<file path="config.mk">
export PLATFORM = sky130hd
export DESIGN_NAME = pipe_hazard_ctrl
export DESIGN_NICKNAME = d
export VERILOG_FILES = /design/src/rtl/pipe_hazard_ctrl_pkg.sv /design/src/rtl/pipe_hazard_ctrl_sat_counter.sv /design/src/rtl/pipe_hazard_ctrl.sv
export SDC_FILE = /design/constraint.sdc
export NUM_CORES = 1
export LEC_CHECK = 0
export BUFFER_PORTS_ARGS = -buffer_cell sky130_fd_sc_hd__buf_2
export CAP_MARGIN = 20
export CORE_MARGIN = 2
export CORE_UTILIZATION = 55
export DETAILED_ROUTE_END_ITERATION = 8
export GPL_ROUTABILITY_DRIVEN = 0
export GPL_TIMING_DRIVEN = 0
export PLACE_DENSITY = 0.89
export SYNTH_ARGS = -nofsm -noshare
export SYNTH_HDL_FRONTEND = slang
export SYNTH_SLANG_ARGS = --single-unit
</file>
<file path="constraint.sdc">
create_clock -name clk -period 5.3 [get_ports clk]
set_clock_uncertainty 0.1 [all_clocks]
set_input_delay 0 -clock clk [delete_from_list [all_inputs] [get_ports clk]]
set_output_delay 0 -clock clk [all_outputs]
set_load 0.03 [all_outputs]
</file>
<file path="src/rtl/pipe_hazard_ctrl_pkg.sv">
// Shared types and constants for the pipeline hazard controller.
// Register 0 is hard-wired to zero, so it can never create a hazard.
package pipe_ctrl_pkg;

  typedef enum logic [1:0] {
    RUN      = 2'd0,
    MEM_WAIT = 2'd1,
    HALT     = 2'd2
  } state_e;

  localparam int ZERO_REG = 0;

endpackage

</file>
<file path="src/rtl/pipe_hazard_ctrl_sat_counter.sv">
// Up-counter that sticks at all-ones instead of wrapping.
module sat_counter #(
  parameter int W = 16
) (
  input  logic         en,
  input  logic         clk,
  input  logic         rst,
  output logic [W-1:0] q
);

  logic [W-1:0] r_q;

  always_ff @(posedge clk or posedge rst) begin
    if (rst) begin
      r_q <= '0;
    end else if (en && (r_q != {W{1'b1}})) begin
      r_q <= r_q + 1'b1;
    end
  end

  assign q = r_q;

endmodule

</file>
<file path="src/rtl/pipe_hazard_ctrl.sv">
// Stall/flush scheduler for the 5-stage pipeline: load-use bubbles, multi-cycle
// memory access, taken-branch flushes and halt, plus stall/flush counters.
module pipe_hazard_ctrl
  import pipe_ctrl_pkg::*;
#(
  parameter int MEM_LAT = 3,
  parameter int CNT_W   = 16,
  parameter int REG_W   = 4
) (
  input  logic             clk,
  input  logic             rst,
  input  logic [REG_W-1:0] id_src1,
  input  logic [REG_W-1:0] id_src2,
  input  logic             id_use1,
  input  logic             id_use2,
  input  logic             idex_mem_re,
  input  logic [REG_W-1:0] idex_dst,
  input  logic             exmem_mem_re,
  input  logic             exmem_mem_we,
  input  logic             exmem_br_taken,
  input  logic             exmem_hlt,
  output logic             stall_pc,
  output logic             stall_ifid,
  output logic             stall_idex,
  output logic             stall_ex,
  output logic             flush_ifid,
  output logic             flush_idex,
  output logic             flush_ex,
  output logic             halted,
  output logic [CNT_W-1:0] stall_cycles,
  output logic [CNT_W-1:0] flush_events
);

  // The first MEM cycle is spent in RUN and the release cycle at wcnt==0.
  localparam logic [3:0] WCNT_LOAD = (MEM_LAT > 1) ? 4'(MEM_LAT - 2) : 4'd0;
  localparam logic       MEM_STALL = (MEM_LAT > 1);

  state_e     r_state;
  logic [3:0] r_wcnt;

  state_e     w_state_next;
  logic [3:0] w_wcnt_next;
  logic       w_memop, w_lduse, w_flush_inc;
  logic       w_stall_pc, w_stall_ifid, w_stall_idex, w_stall_ex;
  logic       w_flush_ifid, w_flush_idex, w_flush_ex, w_halted;

  assign w_memop = exmem_mem_re | exmem_mem_we;
  assign w_lduse = idex_mem_re && (idex_dst != REG_W'(ZERO_REG)) &&
                   ((id_use1 && (id_src1 == idex_dst)) ||
                    (id_use2 && (id_src2 == idex_dst)));

  always_comb begin
    w_state_next = r_state;
    w_wcnt_next  = r_wcnt;
    w_flush_inc  = 1'b0;
    w_stall_pc   = 1'b0;
    w_stall_ifid = 1'b0;
    w_stall_idex = 1'b0;
    w_stall_ex   = 1'b0;
    w_flush_ifid = 1'b0;
    w_flush_idex = 1'b0;
    w_flush_ex   = 1'b0;
    w_halted     = 1'b0;
    case (r_state)
      RUN: begin
        if (exmem_hlt) begin
          w_stall_pc   = 1'b1;
          w_stall_ifid = 1'b1;
          w_flush_ifid = 1'b1;
          w_flush_idex = 1'b1;
          w_state_next = HALT;
        end else if (w_memop && MEM_STALL) begin
          w_stall_pc   = 1'b1;
          w_stall_ifid = 1'b1;
          w_stall_idex = 1'b1;
          w_stall_ex   = 1'b1;
          w_wcnt_next  = WCNT_LOAD;
          w_state_next = MEM_WAIT;
        end else if (exmem_br_taken) begin
          w_flush_ifid = 1'b1;
          w_flush_idex = 1'b1;
          w_flush_ex   = 1'b1;
          w_flush_inc  = 1'b1;
        end else if (w_lduse) begin
          w_stall_pc   = 1'b1;
          w_stall_ifid = 1'b1;
          w_flush_idex = 1'b1;
        end
      end
      MEM_WAIT: begin
        if (r_wcnt != 4'd0) begin
          w_stall_pc   = 1'b1;
          w_stall_ifid = 1'b1;
          w_stall_idex = 1'b1;
          w_stall_ex   = 1'b1;
          w_wcnt_next  = r_wcnt - 4'd1;
        end else begin
          // Release cycle: branch/halt of the finishing memory op are not acted on.
          w_state_next = RUN;
          if (w_lduse) begin
            w_stall_pc   = 1'b1;
            w_stall_ifid = 1'b1;
            w_flush_idex = 1'b1;
          end
        end
      end
      HALT: begin
        w_stall_pc   = 1'b1;
        w_stall_ifid = 1'b1;
        w_flush_idex = 1'b1;
        w_halted     = 1'b1;
      end
      default: begin
        w_state_next = RUN;
        w_wcnt_next  = 4'd0;
      end
    endcase
  end

  always_ff @(posedge clk or posedge rst) begin
    if (rst) begin
      r_state <= RUN;
      r_wcnt  <= 4'd0;
    end else begin
      r_state <= w_state_next;
      r_wcnt  <= w_wcnt_next;
    end
  end

  assign stall_pc   = w_stall_pc   & ~rst;
  assign stall_ifid = w_stall_ifid & ~rst;
  assign stall_idex = w_stall_idex & ~rst;
  assign stall_ex   = w_stall_ex   & ~rst;
  assign flush_ifid = w_flush_ifid & ~rst;
  assign flush_idex = w_flush_idex & ~rst;
  assign flush_ex   = w_flush_ex   & ~rst;
  assign halted     = w_halted     & ~rst;

  sat_counter #(.W(CNT_W)) u_stall_cnt (
    .en  (stall_pc),
    .clk (clk),
    .rst (rst),
    .q   (stall_cycles)
  );

  sat_counter #(.W(CNT_W)) u_flush_cnt (
    .en  (w_flush_inc & ~rst),
    .clk (clk),
    .rst (rst),
    .q   (flush_events)
  );

endmodule

</file>
* Word-level counts from Yosys, hierarchy flattened
Cells that the tools add are included.
** Cells by class
- Add/sub/neg operators :: 3
- Equal/unequal tests :: 11
- Mux-type cells :: 30
- Bitwise operators :: 9
- Reductions and logical operators :: 12
** Operators with widths (count)
- $add A16 B1 Y16 const B :: 2
- $ne A16 B16 Y1 const B :: 2
- $mux W1 :: 19
- $mux W4 :: 3
- $pmux W4 S3 :: 1
- $eq A4 B4 Y1 :: 2
- $ne A2 B2 Y1 const B :: 4
- $reduce_bool A4 Y1 :: 2
- $and A1 B1 Y1 :: 6
- $logic_and A1 B1 Y1 :: 6
- $mux W2 :: 3
- $pmux W1 S3 :: 2
- $pmux W2 S3 :: 1
- $reduce_and A4 Y1 :: 1
- $sub A4 B1 Y4 const B :: 1
- $ne A3 B3 Y1 const B :: 1
- $reduce_and A3 Y1 :: 1
- $eq A2 B1 Y1 const B :: 1
- $eq A2 B2 Y1 const B :: 1
- $logic_not A2 Y1 :: 1
- $not A1 Y1 :: 2
- $pmux W1 S2 :: 1
- $logic_or A1 B1 Y1 :: 1
- $or A1 B1 Y1 :: 1
** Word-level totals
- Register bits :: 38
- Input bits :: 21
- Logic and storage cells :: 69

* Depth between registers and ports, before layout
Gate-level depths: netlist of the first run.
- Depth after elaboration :: 11
- Depth in mapped cells :: 8

* By module
From an unflattened synthesis of the first run, not the netlist that was laid out.
** Unflattened totals
- Cell total of the unflattened synthesis :: 210
- Area, all modules :: 2157.1 µm²
** By module, submodules not included
- sat_counter :: instances 2, cells an instance 71, area each 805.8 µm²
- pipe_hazard_ctrl :: instances 1, cells an instance 68, area each 545.5 µm²

* Least setup slack after synthesis of the first run
Ideal clock, no wire load.
- Kind :: reg-to-reg
- Start :: register u_flush_cnt.r_q[10] (netlist: u_flush_cnt.q[10])
- End :: register u_flush_cnt.r_q[11] (netlist: u_flush_cnt.q[11])
- Library setup time :: 134 ps
- Arrival :: 1911 ps
- Data required time :: 5066 ps
- Setup slack :: 3155 ps
- Cell stages (with the launch flop) :: 8
- Buffers on the path :: 0
- Period minus slack after synthesis :: 2145 ps
- Cell sequence :: dfrtp_1 and4_1 and3_1 a41oi_2 and4_4 and2_4 nand3_2 xnor2_1
** Between the ends
- Word-level cells in the longest chain between the ends :: 2
- Elaborated cells between the ends (all ways) :: 3
- Classes of those cells :: add/sub (1); eq/ne (1); reduce/logical (1)
** Ends and longest elaborated chain
- from (decl) :: RTL line pipe_hazard_ctrl_sat_counter.sv:11 : logic [W-1:0] r_q;
- from (signal assigned) :: RTL line pipe_hazard_ctrl_sat_counter.sv:17 : r_q <= r_q + 1'b1;
- branches (longest 2 deep; another with $add A16 B1 Y16)
Parallel ways; which one is timed is not known.
A chain may end at the register's enable or synchronous reset.

* Worst setup path in the final report of the first run
- Start :: register r_state[0]
- End :: register u_flush_cnt.r_q[11] (netlist: u_flush_cnt.q[11])
** Between the ends
- Word-level cells in the longest chain between the ends :: 4
** Ends and longest elaborated chain
- from (decl) :: RTL line pipe_hazard_ctrl.sv:38 : state_e r_state;
- from (signal assigned) :: RTL line pipe_hazard_ctrl.sv:125 : r_state <= w_state_next;
- $logic_not A2 Y1 :: RTL line pipe_hazard_ctrl.sv:64 : case (r_state)
- $mux W1 :: RTL line pipe_hazard_ctrl.sv:64
- $and A1 B1 Y1 :: RTL line pipe_hazard_ctrl.sv:147 : .en (w_flush_inc & ~rst),
- $logic_and A1 B1 Y1 :: RTL line pipe_hazard_ctrl_sat_counter.sv:16 : end else if (en && (r_q != {W{1'b1}})) begin
Every way passes these cells.

==> results of run 1 <==
## cells by family (layout without fill, tap and decap cells)
| kind of cell | count (synthesis) | after routing | share of synthesized area [%] |
|---|---|---|---|
| AND/OR/NAND/NOR | 86 | 86 | 23.3 |
| flip-flops | 38 | 38 | 45.9 |
| adder cells (fa/ha/maj) | 4 | 4 | 2.41 |
| AO/OA/AOI/OAI | 18 | 18 | 6.82 |
| XOR/XNOR | 40 | 40 | 16.9 |
| multiplexers | 2 | 2 | 1.09 |
| buffers and inverters | 16 | 86 | 3.62 |
## what timing repair did
action                                 in CTS  in global routing
endpoints found under the hold margin      39                  0
hold buffers                                2                  0
setup buffers                               0                  0
## worst min-delay path, stage by stage
cell     delay [ps]
buf_2           120
nor4_4           60
a21oi_1         160
nor2_1           60
## final cells by class
class	count	area (sq um)
Multi-Input combinational cell	150	1050
Fill cell	304	1040
Sequential cell	38	951
Timing Repair Buffer	62	320
Clock buffer	6	82.6
Clock inverter	2	60.1
Tap cell	48	60.1
Inverter	11	41.3
Buffer	5	33.8
## state kept, by name, indices dropped and copies added, names as in the netlist
| name | count |
|---|---|
| u_stall_cnt.q | 16 |
| r_state | 2 |
| r_wcnt | 4 |
| u_flush_cnt.q | 16 |
## synthesized netlist by cell type
library cell,n
o211ai_2,1
o22a_1,1
inv_1,11
nor2b_1,1
ha_1,4
o41a_1,1
and2_4,1
nor3_2,5
nand3_1,12
a41oi_2,2
o21a_1,2
o32ai_1,1
and4_4,1
buf_4,2
nor4_1,3
nand4_1,7
a211oi_1,1
or3_1,1
xor2_1,25
nor4_4,1
nor2_1,19
buf_6,1
and4_1,3
and3_1,2
mux2_1,1
nand3_2,2
and2_1,2
nor3b_1,1
nand2b_1,1
xnor2_1,15
o21ai_0,2
nor3_1,8
mux2_2,1
a21oi_1,7
nand2_1,16
dfrtp_1,38
clkbuf_1,2
## path summary, 6_finish.rpt
kind / cells after the start / to / from / slack [ps]
min in group asynchronous: 3 / u_flush_cnt.q[14] / rst / 380
max in group asynchronous: 3 / r_state[0] / rst / 4240
setup / recovery: 7 / u_flush_cnt.q[11] / r_state[0] / 3020
hold reg to reg: 1 / u_flush_cnt.q[6] / u_flush_cnt.q[6] / 390
setup reg to reg: 7 / u_flush_cnt.q[11] / r_state[0] / 3020
hold / removal: 4 / r_wcnt[3] / exmem_mem_re / 40
## per-stage QoR
step | setup slack, ps | hold WS, ps | cells
5_1_grt | 2880 | 57.6 | 322
6_report | 3020 | 39.0 | 322
3_5_place_dp | 3010 | 147 | 312
3_3_place_gp | 3060 | 228 | 312
4_1_cts | 3000 | 36.2 | 322
2_1_floorplan | 3150 | 9.58 | 204
## where the power goes
part           internal (W)  switching (W)  total (W)
combinational     0.0000829       0.000157   0.000240
sequential         0.000333      0.0000492   0.000382
clock              0.000201       0.000101   0.000302
total              0.000617       0.000308   0.000924
## layer usage
layer	vias up	global-route usage, %	share of wire (%)
li1	834	-	-
met1	861	26.9	41
met2	48	40.9	51
met3	13	6.51	4.5
met4	0	10.4	2.8
met5	-	0	0
==> flow_metrics.tcl, run 1 <==
set metrics [dict create \
    tightest_slew_ps 767 \
    crit_chain "nor4_4 > nand3_2 > a41oi_2 > and4_4 > and2_4 > nand3_2 > xnor2_1" \
    setup_viol 0 \
    clkSinkCount 38 \
    dpl_cell_area_sq_um 2430 \
    synth_cells 204 \
    min_period_ps 2280 \
    cts_resized 0 \
    seq_area_frac_synth_pct 45.9 \
    post-dp-hpwl_mm 3.37 \
    firstDrtPassIters 4 \
    tns_ps 0 \
    maxSlewHeadroom_pct 48.8 \
    tritoncts "done" \
    p_leak_nw 1.33 \
    drt-total-wl_mm 4.36 \
    dieArea_sq_um 4280 \
    ir_worst_vdd_mv 0.318 \
    powerDensity_nw_per_um2 356 \
    period_share_pct 43.0 \
    cp_top_family "simple AND/OR/NAND/NOR gates" \
    ys_types 37 \
    syn_area_per_cell_sq_um 10.2 \
    root_buffer "clkbuf_8" \
    grt_pass1_wl_mm 7.71 \
    slew_violations 0 \
    ys_seq_elements 38 \
    grt_max_degree 39 \
    max_freq_mhz 439 \
    synth_nets 229 \
    slowest_stage "dfrtp_1" \
    required_ps 5380 \
    fp.dieH_um 65.4 \
    antenna-diode-count 0 \
    slowest_delay_ps 460 \
    antenna_found_initial 0 \
    die_w_um 65.4 \
    synth.area.top_cells "dfrtp_1 (46%), xor2_1 (11%), xnor2_1 (6.3%)" \
    critPathBufInv 0 \
    ioPinCount 61 \
    layout_common_cells "buf_2 (60), dfrtp_1 (38), xor2_1 (25)" \
    status "finished, final reports clean" \
    final_util_pct 71.5 \
    htree_levels 2 \
    path_clk_slew_ps 80 \
    start_util_pct 57.1 \
    insertion_delay_ps 290 \
    grt_use_total_pct 23.5 \
    cp.arrival_ps 2360 \
    vias_per_cell 5.45 \
    synth_top_area_cell "dfrtp_1" \
    synth_top_area_share_pct 45.9 \
    dr.first_iter.drc_count 66 \
    netlist_area_sq_um 2070 \
    area_growth_pct 25.2 \
    via_count 1756 \
    final_common_cell "buf_2" \
    port_buffers 60 \
    clockBufferDepth 2 \
    min_path_type "input pin to register" \
    startpoint_type "register" \
    cp_max_fo 6 \
    path_class "register to register" \
    maxCapViolCount 0 \
    ant_nets 0 \
    nets 298 \
    core_sq_um 3630 \
    grt_pass1_vias 1743 \
    rows 22 \
    end_kind "register" \
    power.total_w 0.000924 \
    drive_above_1_share_pct 31.4 \
    gr-total-overflow 0 \
    rsz0062_at_grt "no" \
    finalHoldViolCount 0 \
    drc_errors 0 \
    cpMostUsedCell "nand3_2" \
    fin_area_sq_um 2600 \
    numCtsBuffers 5 \
    avgRoutedWirePerCell_um 13.5 \
    yosys_warnings 0 \
]
Power figures use the tool's default switching activity.
==> inputs of run 2 (changes only) <==
- ABC_AREA: unset -> 1
- CORE_UTILIZATION: 55 -> 48
- PLACE_DENSITY: 0.89 -> 0.81
- clock period: 5.3 -> 2.08 ns (I/O delays scaled with it)
==> run 2 against run 1 <==
Flip-flop and latch count stayed put; utilization is 11 points lower; hold slack better by 8.8 ps; register-to-register slack worse by 2900 ps; final cell count is 49% higher; critical path type is now register to output port; largest power group unchanged.
==> flow_metrics.tcl, run 2 <==
set metrics [dict create \
    status "finished, final reports clean" \
    end_kind "output port" \
    yosysMostFrequentCell "nand2_1" \
    root_buffer "clkbuf_8" \
    min_path_type "input pin to register" \
    vias_per_cell 5.01 \
    dpl_cell_area_sq_um 2870 \
    via_count 2401 \
    synth_nets 359 \
    antenna_found_initial 0 \
    worstHoldStart "exmem_mem_re" \
    grt_use_total_pct 21.0 \
    required_ps 1980 \
    numCtsBuffers 5 \
    ioPinCount 61 \
    final_common_cell "nand2_1" \
    clkSinkCount 38 \
    dr.first_iter.drc_count 120 \
    htree_levels 2 \
    fin_area_sq_um 3060 \
    syn_area_per_cell_sq_um 7.38 \
    ir_worst_vdd_mv 0.490 \
    min_period_ps 1940 \
    netlist_area_sq_um 2460 \
    tightest_slew_ps 416 \
    cp.arrival_ps 1840 \
    synth_top_area_share_pct 38.6 \
    drc_errors 0 \
    slew_violations 0 \
    dp.cells 465 \
    fp.dieH_um 75.6 \
    internal_power_w 0.00128 \
    r2r_slack_ps 150 \
    netlist_top_cells_count "nand2_1 (108), dfrtp_1 (38), inv_1 (30)" \
    grt_pass1_vias 2210 \
    synth_top_area_cell "dfrtp_1" \
    reg2regPathDepth 9 \
    rows 26 \
    max_freq_mhz 514 \
    core_sq_um 5040 \
    drive_above_1_share_pct 24.2 \
    switchingPower_w 0.000697 \
    clockPowerShare_pct 25.6 \
    rsz0062_at_grt "yes" \
    maxCapViolCount 0 \
    post-dp-hpwl_mm 4.10 \
    whs_ps 47.8 \
    maxSlewHeadroom_pct 72.2 \
    firstDrtPassIters 5 \
    synth_cells 334 \
    port_buffers 60 \
    synthArstFlopShare_pct 100 \
    path_clk_slew_ps 70 \
    grt_max_degree 33 \
    synth_edf_count 0 \
    tritoncts "done" \
    timing.rr.start "r_state[0]" \
    layout_common_cells "nand2_1 (108), buf_2 (62), dfrtp_1 (38)" \
    area_growth_pct 24.1 \
    antenna-diode-count 0 \
    synth.area.top_cells "dfrtp_1 (39%), nand2_1 (16%), xor2_1 (7.5%)" \
    p_leak_nw 1.61 \
    clockBufferDepth 2 \
    drt-total-wl_mm 5.55 \
    startpoint_type "register" \
    gr-total-overflow 0 \
    powerDensity_nw_per_um2 647 \
    die_w_um 75.6 \
    synth_ff_type "dfrtp_1" \
    dieArea_sq_um 5720 \
    grt_pass1_wl_mm 9.27 \
    finalHoldViolCount 0 \
    ant_nets 0 \
    setup_viol 0 \
    path_class "register to output port" \
    period_share_pct 93.5 \
    cp-startpoint "r_state[0]" \
    avgRoutedWirePerCell_um 11.6 \
    cp_max_fo 8 \
    seq_area_frac_synth_pct 38.6 \
    insertion_delay_ps 290 \
    yosys_warnings 0 \
    whs_endpoint "r_state[0]" \
    start_util_pct 48.9 \
    ys_types 30 \
    power.total_w 0.00198 \
    ys_seq_elements 38 \
    r2r-end "u_flush_cnt.q[12]" \
    finalNonFillerCells 479 \
    p_sw_share_pct 35.3 \
    hold_path_depth 3 \
    nets 435 \
    combPwrFrac_pct 28.7 \
    p_seq_share_pct 45.7 \
]
run 2: cell count changes in the layout (fill, tap and decap cells not counted), sizes merged, moves of 6 or more:
cell,delta
nand4,+13
nand2,+95
nand3,+6
nor2,+10
buf,+10
o21ai,+9
inv,+26
run 2: area by class of cell:
cell class	instances	area (sq um)
fillers	447	1990
multi-input cells	251	1360
flip-flops and latches	38	951
repair buffers	69	385
inverters	38	143
well taps	70	87.6
clock buffers	6	82.6
plain buffers	7	52.6
run 2: routing by layer:
metal  global-route usage (%)  wire, um  vias to the layer above
met5                        0         0                        -
met4                     8.77        53                        0
met3                     4.23       321                        7
met2                     35.5      2830                       72
met1                     26.1      2350                     1096
li1                         -         -                     1226
run 2: critical path, cell delays in order (launching register included):
cell	delay (ps)
dfrtp_1	420
inv_2	130
nand2_1	80
or2_1	250
o21ai_0	220
inv_1	60
nor2_1	110
buf_4	110
buf_2	180
run 2: cells by family after synthesis:
family / count (synthesis) / synth area share (%)
adder cells (fa/ha/maj): 4 / 2.03
flip-flops: 38 / 38.6
AO/OA/AOI/OAI: 19 / 4.17
XOR/XNOR: 31 / 11.0
buffers and inverters: 45 / 7.62
AND/OR/NAND/NOR: 197 / 36.6
run 2: through the flow:
step	setup WS, ps	setup TNS, ps	util (%)
3_5_place_dp	18.0	0	57.0
6_report	135	0	60.6
5_1_grt	-10.1	-10.1	60.6
2_1_floorplan	32.8	0	-
3_3_place_gp	-628	-29190	56.6
4_1_cts	3.99	0	59.0
run 2: how the worst max path moves through the flow:
stage	to	slack (ps)	cells after the start
3_3_place_gp	u_stall_cnt.q[4]	-630	3
6_report	stall_idex	140	8
5_1_grt	stall_idex	-10	8
3_5_place_dp	u_stall_cnt.q[1]	20	9
4_1_cts	u_stall_cnt.q[1]	4	9
2_1_floorplan	u_stall_cnt.q[2]	30	9
run 2: timing repair:
| item | in CTS | in global routing |
|---|---|---|
| endpoints found under the setup margin | 0 | 14 |
| hold buffers | 2 | 0 |
| buffers inserted | 0 | 6 |
| endpoints found under the hold margin | 17 | 0 |
| resized for setup | 0 | 9 |
run 2: power groups by stage:
stage / sequential [W] / clock [W] / combinational (W)
5_1_grt: 0.000918 / 0.000546 / 0.000636
2_1_floorplan: 0.00102 / 0 / 0.000269
4_1_cts: 0.000899 / 0.000516 / 0.000539
6_report: 0.000904 / 0.000506 / 0.000568
3_3_place_gp: 0.000911 / 0 / 0.000509
3_5_place_dp: 0.000913 / 0 / 0.000532
